[config.mk]
export PLATFORM = sky130hd
export DESIGN_NAME = tempsens_meas_sequencer
export DESIGN_NICKNAME = d
export VERILOG_FILES = /design/src/rtl/tempsens_meas_sequencer.sv
export SDC_FILE = /design/constraint.sdc
export NUM_CORES = 1
export LEC_CHECK = 0
export CAP_MARGIN = 20
export CORE_MARGIN = 2
export CORE_UTILIZATION = 39
export DETAILED_ROUTE_END_ITERATION = 10
export PLACE_DENSITY = 0.6
export REMOVE_ABC_BUFFERS = 1
export SYNTH_ARGS = -nofsm -noshare
export SYNTH_HDL_FRONTEND = slang
export SYNTH_SLANG_ARGS = --single-unit
export TNS_END_PERCENT = 10
[constraint.sdc]
create_clock -name CLK -period 4.7 [get_ports CLK]
set_input_delay 0.47 -clock CLK [delete_from_list [all_inputs] [get_ports CLK]]
set_output_delay 0.47 -clock CLK [all_outputs]
set_load 0.05 [all_outputs]
[src/rtl/tempsens_meas_sequencer.sv]
// Ring-oscillator temperature sensor measurement sequencer.
// Enables the sensor, lets it settle, counts sensor pulses over a fixed
// window, subtracts a serially loaded calibration offset and publishes the
// result with a one-cycle valid strobe.
//
//   state    | meaning
//   ---------+-----------------------------------------------------------
//   S_IDLE   | sensor off, waiting for START or AUTO
//   S_SETTLE | sensor on, SETTLE_CYC cycles of settling, counter cleared
//   S_COUNT  | sensor on, WINDOW_CYC cycles counting synchronized pulses
//   S_CALC   | one cycle: raw or calibrated result loaded into RESULT
module tempsens_meas_sequencer #(
  parameter int CNT_W      = 12,
  parameter int SETTLE_CYC = 16,
  parameter int WINDOW_CYC = 1024
) (
  input  logic             CLK,
  input  logic             RESET_N,
  input  logic             START,
  input  logic             AUTO,
  input  logic             RAW,
  input  logic             CAL_CLK,
  input  logic             CAL_DAT,
  input  logic             CAL_ENA,
  input  logic             SENS_PULSE,
  output logic             SENS_EN,
  output logic             BUSY,
  output logic [CNT_W-1:0] RESULT,
  output logic             RESULT_VLD,
  output logic [CNT_W-1:0] CAL_WORD
);

  localparam int MAX_CYC = (SETTLE_CYC > WINDOW_CYC) ? SETTLE_CYC : WINDOW_CYC;
  localparam int TW      = $clog2(MAX_CYC + 1);
  localparam int BW      = $clog2(CNT_W + 2);

  localparam logic [TW-1:0]    SETTLE_LD = TW'(SETTLE_CYC - 1);
  localparam logic [TW-1:0]    WINDOW_LD = TW'(WINDOW_CYC - 1);
  localparam logic [BW-1:0]    BIT_FULL  = BW'(CNT_W);
  localparam logic [BW-1:0]    BIT_SAT   = BW'(CNT_W + 1);
  localparam logic [CNT_W-1:0] CNT_MAX   = '1;

  typedef enum logic [1:0] {S_IDLE, S_SETTLE, S_COUNT, S_CALC} state_t;

  // synchronizer bit order: 0 = CAL_CLK, 1 = CAL_DAT, 2 = CAL_ENA, 3 = SENS_PULSE
  logic [3:0]       r_sync1;
  logic [3:0]       r_sync2;
  logic             r_prev_cal_clk;
  logic             r_prev_cal_ena;
  logic             r_prev_pulse;

  logic [CNT_W-1:0] r_shadow;
  logic [BW-1:0]    r_bitcnt;
  logic [CNT_W-1:0] r_cal_word;

  state_t           r_state;
  logic [TW-1:0]    r_timer;
  logic [CNT_W-1:0] r_count;
  logic [CNT_W-1:0] r_result;
  logic             r_vld;
  logic             r_sens_en;
  logic             r_busy;

  logic             w_cal_clk_rise;
  logic             w_cal_ena_fall;
  logic             w_pulse_rise;
  logic             w_cal_load;
  logic [CNT_W-1:0] w_cal_eff;
  logic [CNT_W-1:0] w_diff;
  logic [CNT_W-1:0] w_calib;

  assign w_cal_clk_rise = r_sync2[0] & ~r_prev_cal_clk;
  assign w_cal_ena_fall = ~r_sync2[2] & r_prev_cal_ena;
  assign w_pulse_rise   = r_sync2[3] & ~r_prev_pulse;

  // A frame completing in the CALC cycle is already visible to that CALC.
  assign w_cal_load = w_cal_ena_fall && (r_bitcnt == BIT_FULL);
  assign w_cal_eff  = w_cal_load ? r_shadow : r_cal_word;
  assign w_diff     = r_count - w_cal_eff;
  assign w_calib    = (r_count >= w_cal_eff) ? w_diff : '0;

  assign SENS_EN    = r_sens_en;
  assign BUSY       = r_busy;
  assign RESULT     = r_result;
  assign RESULT_VLD = r_vld;
  assign CAL_WORD   = r_cal_word;

  // Two-flop synchronizers plus previous-value flops for edge detection.
  always_ff @(posedge CLK or negedge RESET_N) begin
    if (!RESET_N) begin
      r_sync1        <= '0;
      r_sync2        <= '0;
      r_prev_cal_clk <= 1'b0;
      r_prev_cal_ena <= 1'b0;
      r_prev_pulse   <= 1'b0;
    end else begin
      r_sync1        <= {SENS_PULSE, CAL_ENA, CAL_DAT, CAL_CLK};
      r_sync2        <= r_sync1;
      r_prev_cal_clk <= r_sync2[0];
      r_prev_cal_ena <= r_sync2[2];
      r_prev_pulse   <= r_sync2[3];
    end
  end

  // Calibration shift-in; the word is committed only for an exact-length frame.
  always_ff @(posedge CLK or negedge RESET_N) begin
    if (!RESET_N) begin
      r_shadow   <= '0;
      r_bitcnt   <= '0;
      r_cal_word <= '0;
    end else if (!r_sync2[2]) begin
      r_shadow <= '0;
      r_bitcnt <= '0;
      if (w_cal_load) r_cal_word <= r_shadow;
    end else if (w_cal_clk_rise) begin
      r_shadow <= {r_shadow[CNT_W-2:0], r_sync2[1]};
      if (r_bitcnt != BIT_SAT) r_bitcnt <= r_bitcnt + 1'b1;
    end
  end

  // Measurement sequencer with registered outputs.
  always_ff @(posedge CLK or negedge RESET_N) begin
    if (!RESET_N) begin
      r_state   <= S_IDLE;
      r_timer   <= '0;
      r_count   <= '0;
      r_result  <= '0;
      r_vld     <= 1'b0;
      r_sens_en <= 1'b0;
      r_busy    <= 1'b0;
    end else begin
      r_vld <= 1'b0;
      case (r_state)
        S_IDLE: begin
          if (START || AUTO) begin
            r_state   <= S_SETTLE;
            r_timer   <= SETTLE_LD;
            r_count   <= '0;
            r_sens_en <= 1'b1;
            r_busy    <= 1'b1;
          end
        end
        S_SETTLE: begin
          if (r_timer == '0) begin
            r_state <= S_COUNT;
            r_timer <= WINDOW_LD;
          end else begin
            r_timer <= r_timer - 1'b1;
          end
        end
        S_COUNT: begin
          if (w_pulse_rise && (r_count != CNT_MAX)) r_count <= r_count + 1'b1;
          if (r_timer == '0) begin
            r_state   <= S_CALC;
            r_sens_en <= 1'b0;
          end else begin
            r_timer <= r_timer - 1'b1;
          end
        end
        S_CALC: begin
          r_result <= RAW ? r_count : w_calib;
          r_vld    <= 1'b1;
          r_busy   <= 1'b0;
          r_state  <= S_IDLE;
        end
        default: r_state <= S_IDLE;
      endcase
    end
  end

endmodule

==> results.tsv <==
stage	metric	value	unit
drt	1st_iter_drt_viols	238	
logic_synthesis	synth_ff_type	sky130_fd_sc_hd__dfrtp_1	
floorplan	starting_density	0.3946	
clock_network	hold_buffers	0	
place	place.detailed.hpwl	7883	um
drt	drt_drc_violations_left	0	
power_and_ir_drop	sw_frac_of_total	0.2881	
sta	rsz0062_at_grt	no	
logic_synthesis	netlist_area	4681	um2
sta	setup_ws	783.0	ps
global_route	grt_max_degree	80	
clock_network	clock_tree.buffer_depth	2	
logic_synthesis	ys_ff_latch	79	
clock_network	clock_tree_from_tritoncts	yes	
finish	final_common_cell	sky130_fd_sc_hd__dfrtp_1	
sta	finalHoldWorstSlack	57.41	ps
sta	max-slew-margin-rel	0.4621	
clock_network	clock_sink_count	79	
floorplan	die_width	113.6	um
finish	postLayoutCoreUtil	0.4589	
critical_path	cp_max_fo	20	
global_route	track_usage	0.1857	
clock_network	cts_repair_resize_count	0	
sta	tightestPinTransition	805.2	ps
sta	clock_period_minus_final_worst_setup_slack	3917	ps
power_and_ir_drop	max-vdd-ir-drop	0.0001510	V
sta	report.final.setup_viol	0	
logic_synthesis	synth_cell_types	74	
floorplan	fp.dieArea	12890	um2
clock_network	post_cts_clock_slew_at_the_launch_and_capture_registers_of_the_worst_setup_and_hold_paths	60	ps
flow_run	maxCapViolCount	0	
critical_path	path_class	reg2reg	
drt	number_of_routed_nets_with_antenna_violations	0	
critical_path	cp-end-kind	register	
hold_path	hold_class	in2async	
power_and_ir_drop	proportion_of_power_drawn_by_combinational_gates	0.165	
clock_network	cts-buffers-inserted	9	
floorplan	num_io_pins	36	
outcome	run_status	complete, no violations	
logic_synthesis	yosysWarnings	0	
drt	dr_total_vias	3871	
critical_path	worstPathArrival	4190	ps
finish	fillers	1104	
clock_network	cts_root_buf	sky130_fd_sc_hd__clkbuf_16	
critical_path	cp-start-kind	register	
sta	finalHoldViolations	0	
finish	final_cell_mix	sky130_fd_sc_hd__dfrtp_1 (79), sky130_fd_sc_hd__nand2_1 (69), sky130_fd_sc_hd__o21ai_0 (37)	
power_and_ir_drop	internal_power	0.001262	W
floorplan	placementRows	40	
sta	timing.clock.skew	7.935	ps
sta	timing.fmax	255.3	MHz
logic_synthesis	synth_sequential_area_ratio	0.4223	
power_and_ir_drop	p_seq_frac	0.432	
floorplan	core_area	11860	um2
finish	antennaDiodeCount	0	
logic_synthesis	synth-async-reset-ratio	1.000	
global_route	first_global_vias	3643	
power_and_ir_drop	p_leak	2.287	nW
critical_path	critPathRequiredTime	4970	ps
place	gp_congestion	0.9138	
drt	vias_per_cell	5.643	
power_and_ir_drop	cellPowerDensity	325.8	nW/um2
sta	final.setup.tns	0	ps
sta	post-route-period-util	0.8334	
global_route	overflow	0	
floorplan	die_y	113.6	um
drt	total_iterations_of_the_first_detailed_routing_run	4	
sta	timing_max_transition_violations_final	0	
place	placement.setup.worst_slack	820.0	ps
finish	layout-drive-gt1-share	0.09091	
finish	design.final.nets	559	
global_route	grt_pass1_wl	18820	um
clock_network	insertion_delay	350	ps
logic_synthesis	synth_edf_count	0	
finish	synthToLayoutAreaGrowth	16.28	%
power_and_ir_drop	power.net_switching	0.0005108	W
drt	drt_wl_total	11390	um
global_route	initial_antenna_violation_count	0	
clock_network	post_cts_buffers	0	
drt	routed_wire_length_per_instance	16.60	um
logic_synthesis	syn-mean-instance-area	9.124	um2
logic_synthesis	number_of_instances_in_the_synthesized_netlist	513	
clock_network	clock_tree.htree_level_count	3	
power_and_ir_drop	clock_power_share	0.403	
place	portBuffers	35	
[flip-flops by register name, summed over array words and instances (netlist names), 2 cells and up]
signal    cells
CAL_WORD     12
RESULT       12
r_bitcnt      4
r_count      12
r_shadow     12
r_state       2
r_sync1       4
r_sync2       4
r_timer      11
[cells in the mapped netlist (all sizes together) (7+ instances only)]
cell type	number	area, um2
nor2	34	130.1
dfrtp	79	1977
a211oi	7	75.07
nand4	7	43.79
nand2	70	270.3
inv	32	120.1
and2	7	43.79
buf	11	70.06
ha	15	187.7
mux2	7	78.83
clkbuf	16	61.30
o21ai	39	195.2
nand3	23	115.1
a21oi	22	117.6
a21boi	15	112.6
nand2b	10	62.56
xnor2	16	140.1
[power groups by stage]
stage               Sequential [W]  Clock [W]  Combinational, W
finish                    0.000766   0.000714          0.000293
global route              0.000771   0.000765          0.000325
CTS                       0.000764   0.000731          0.000290
detailed placement        0.000776          0          0.000288
global placement          0.000773          0          0.000283
floorplan                 0.000755          0          0.000217
[layer usage]
| metal | track usage | wire [um] | share of wire | vias up |
|---|---|---|---|---|
| li1 | - | - | - | 1875 |
| met1 | 0.2448 | 5191 | 0.46 | 1882 |
| met2 | 0.2890 | 5306 | 0.47 | 88 |
| met3 | 0.05048 | 575 | 0.051 | 26 |
| met4 | 0.07967 | 312 | 0.027 | 0 |
| met5 | 0 | 0 | 0 | - |
[worst paths after layout]
kind | start | depth (start not counted) | to | slack [ps]
worst max-delay path | r_sync2[2]$_DFF_PN0_ | 13 | RESULT[9]$_DFFE_PN0P_ | 780
worst min-delay path | RESET_N | 1 | RESULT[5]$_DFFE_PN0P_ | 60
worst max register to register | r_sync2[2]$_DFF_PN0_ | 13 | RESULT[9]$_DFFE_PN0P_ | 780
worst min register to register | r_sync1[2]$_DFF_PN0_ | 0 | r_sync2[2]$_DFF_PN0_ | 350
max in group asynchronous | RESET_N | 2 | RESULT[1]$_DFFE_PN0P_ | 4060
min in group CLK | r_sync1[2]$_DFF_PN0_ | 0 | r_sync2[2]$_DFF_PN0_ | 350
[cells by family (layout without fill, tap and decap cells)]
group | count (synthesis) | count (layout) | synth area share
compound gates | 140 | 140 | 0.2211
xor+xnor | 19 | 19 | 0.03555
fa+ha+maj | 21 | 21 | 0.05346
buf+inv | 59 | 85 | 0.05372
flops | 79 | 79 | 0.4223
mux | 10 | 10 | 0.02406
simple gates | 185 | 185 | 0.1898
[through the flow]
stage           power, W  std cells  instance area, um2
2_1_floorplan  0.0009724        486                4549
3_3_place_gp    0.001056        669                5089
3_5_place_dp    0.001064        669                5089
4_1_cts         0.001784        684                5388
5_1_grt         0.001861        686                5443
6_report        0.001773        686                5443
[cell type report]
cell class	instances	area [um2]	area share
Clock buffer	12	256.5	0.04713
Clock inverter	3	42.54	0.007816
Inverter	32	120.1	0.02207
Multi-Input combinational cell	375	2452	0.4506
Sequential cell	79	1977	0.3632
Tap cell	147	183.9	0.03379
Timing Repair Buffer	38	410.4	0.07540
[critical path: stages, from the launching register on]
cell	delay (ps)
sky130_fd_sc_hd__dfrtp_1	560
sky130_fd_sc_hd__nand3b_1	480
sky130_fd_sc_hd__nor2_2	420
sky130_fd_sc_hd__mux2_2	390
sky130_fd_sc_hd__ha_1	190
sky130_fd_sc_hd__inv_1	50
sky130_fd_sc_hd__ha_1	190
sky130_fd_sc_hd__o311ai_2	130
sky130_fd_sc_hd__a41oi_2	360
sky130_fd_sc_hd__a41oi_2	80
sky130_fd_sc_hd__o2111ai_2	200
sky130_fd_sc_hd__o2bb2ai_2	370
sky130_fd_sc_hd__a32oi_1	200
sky130_fd_sc_hd__a21oi_1	200
(Power assumes the default switching activity.)
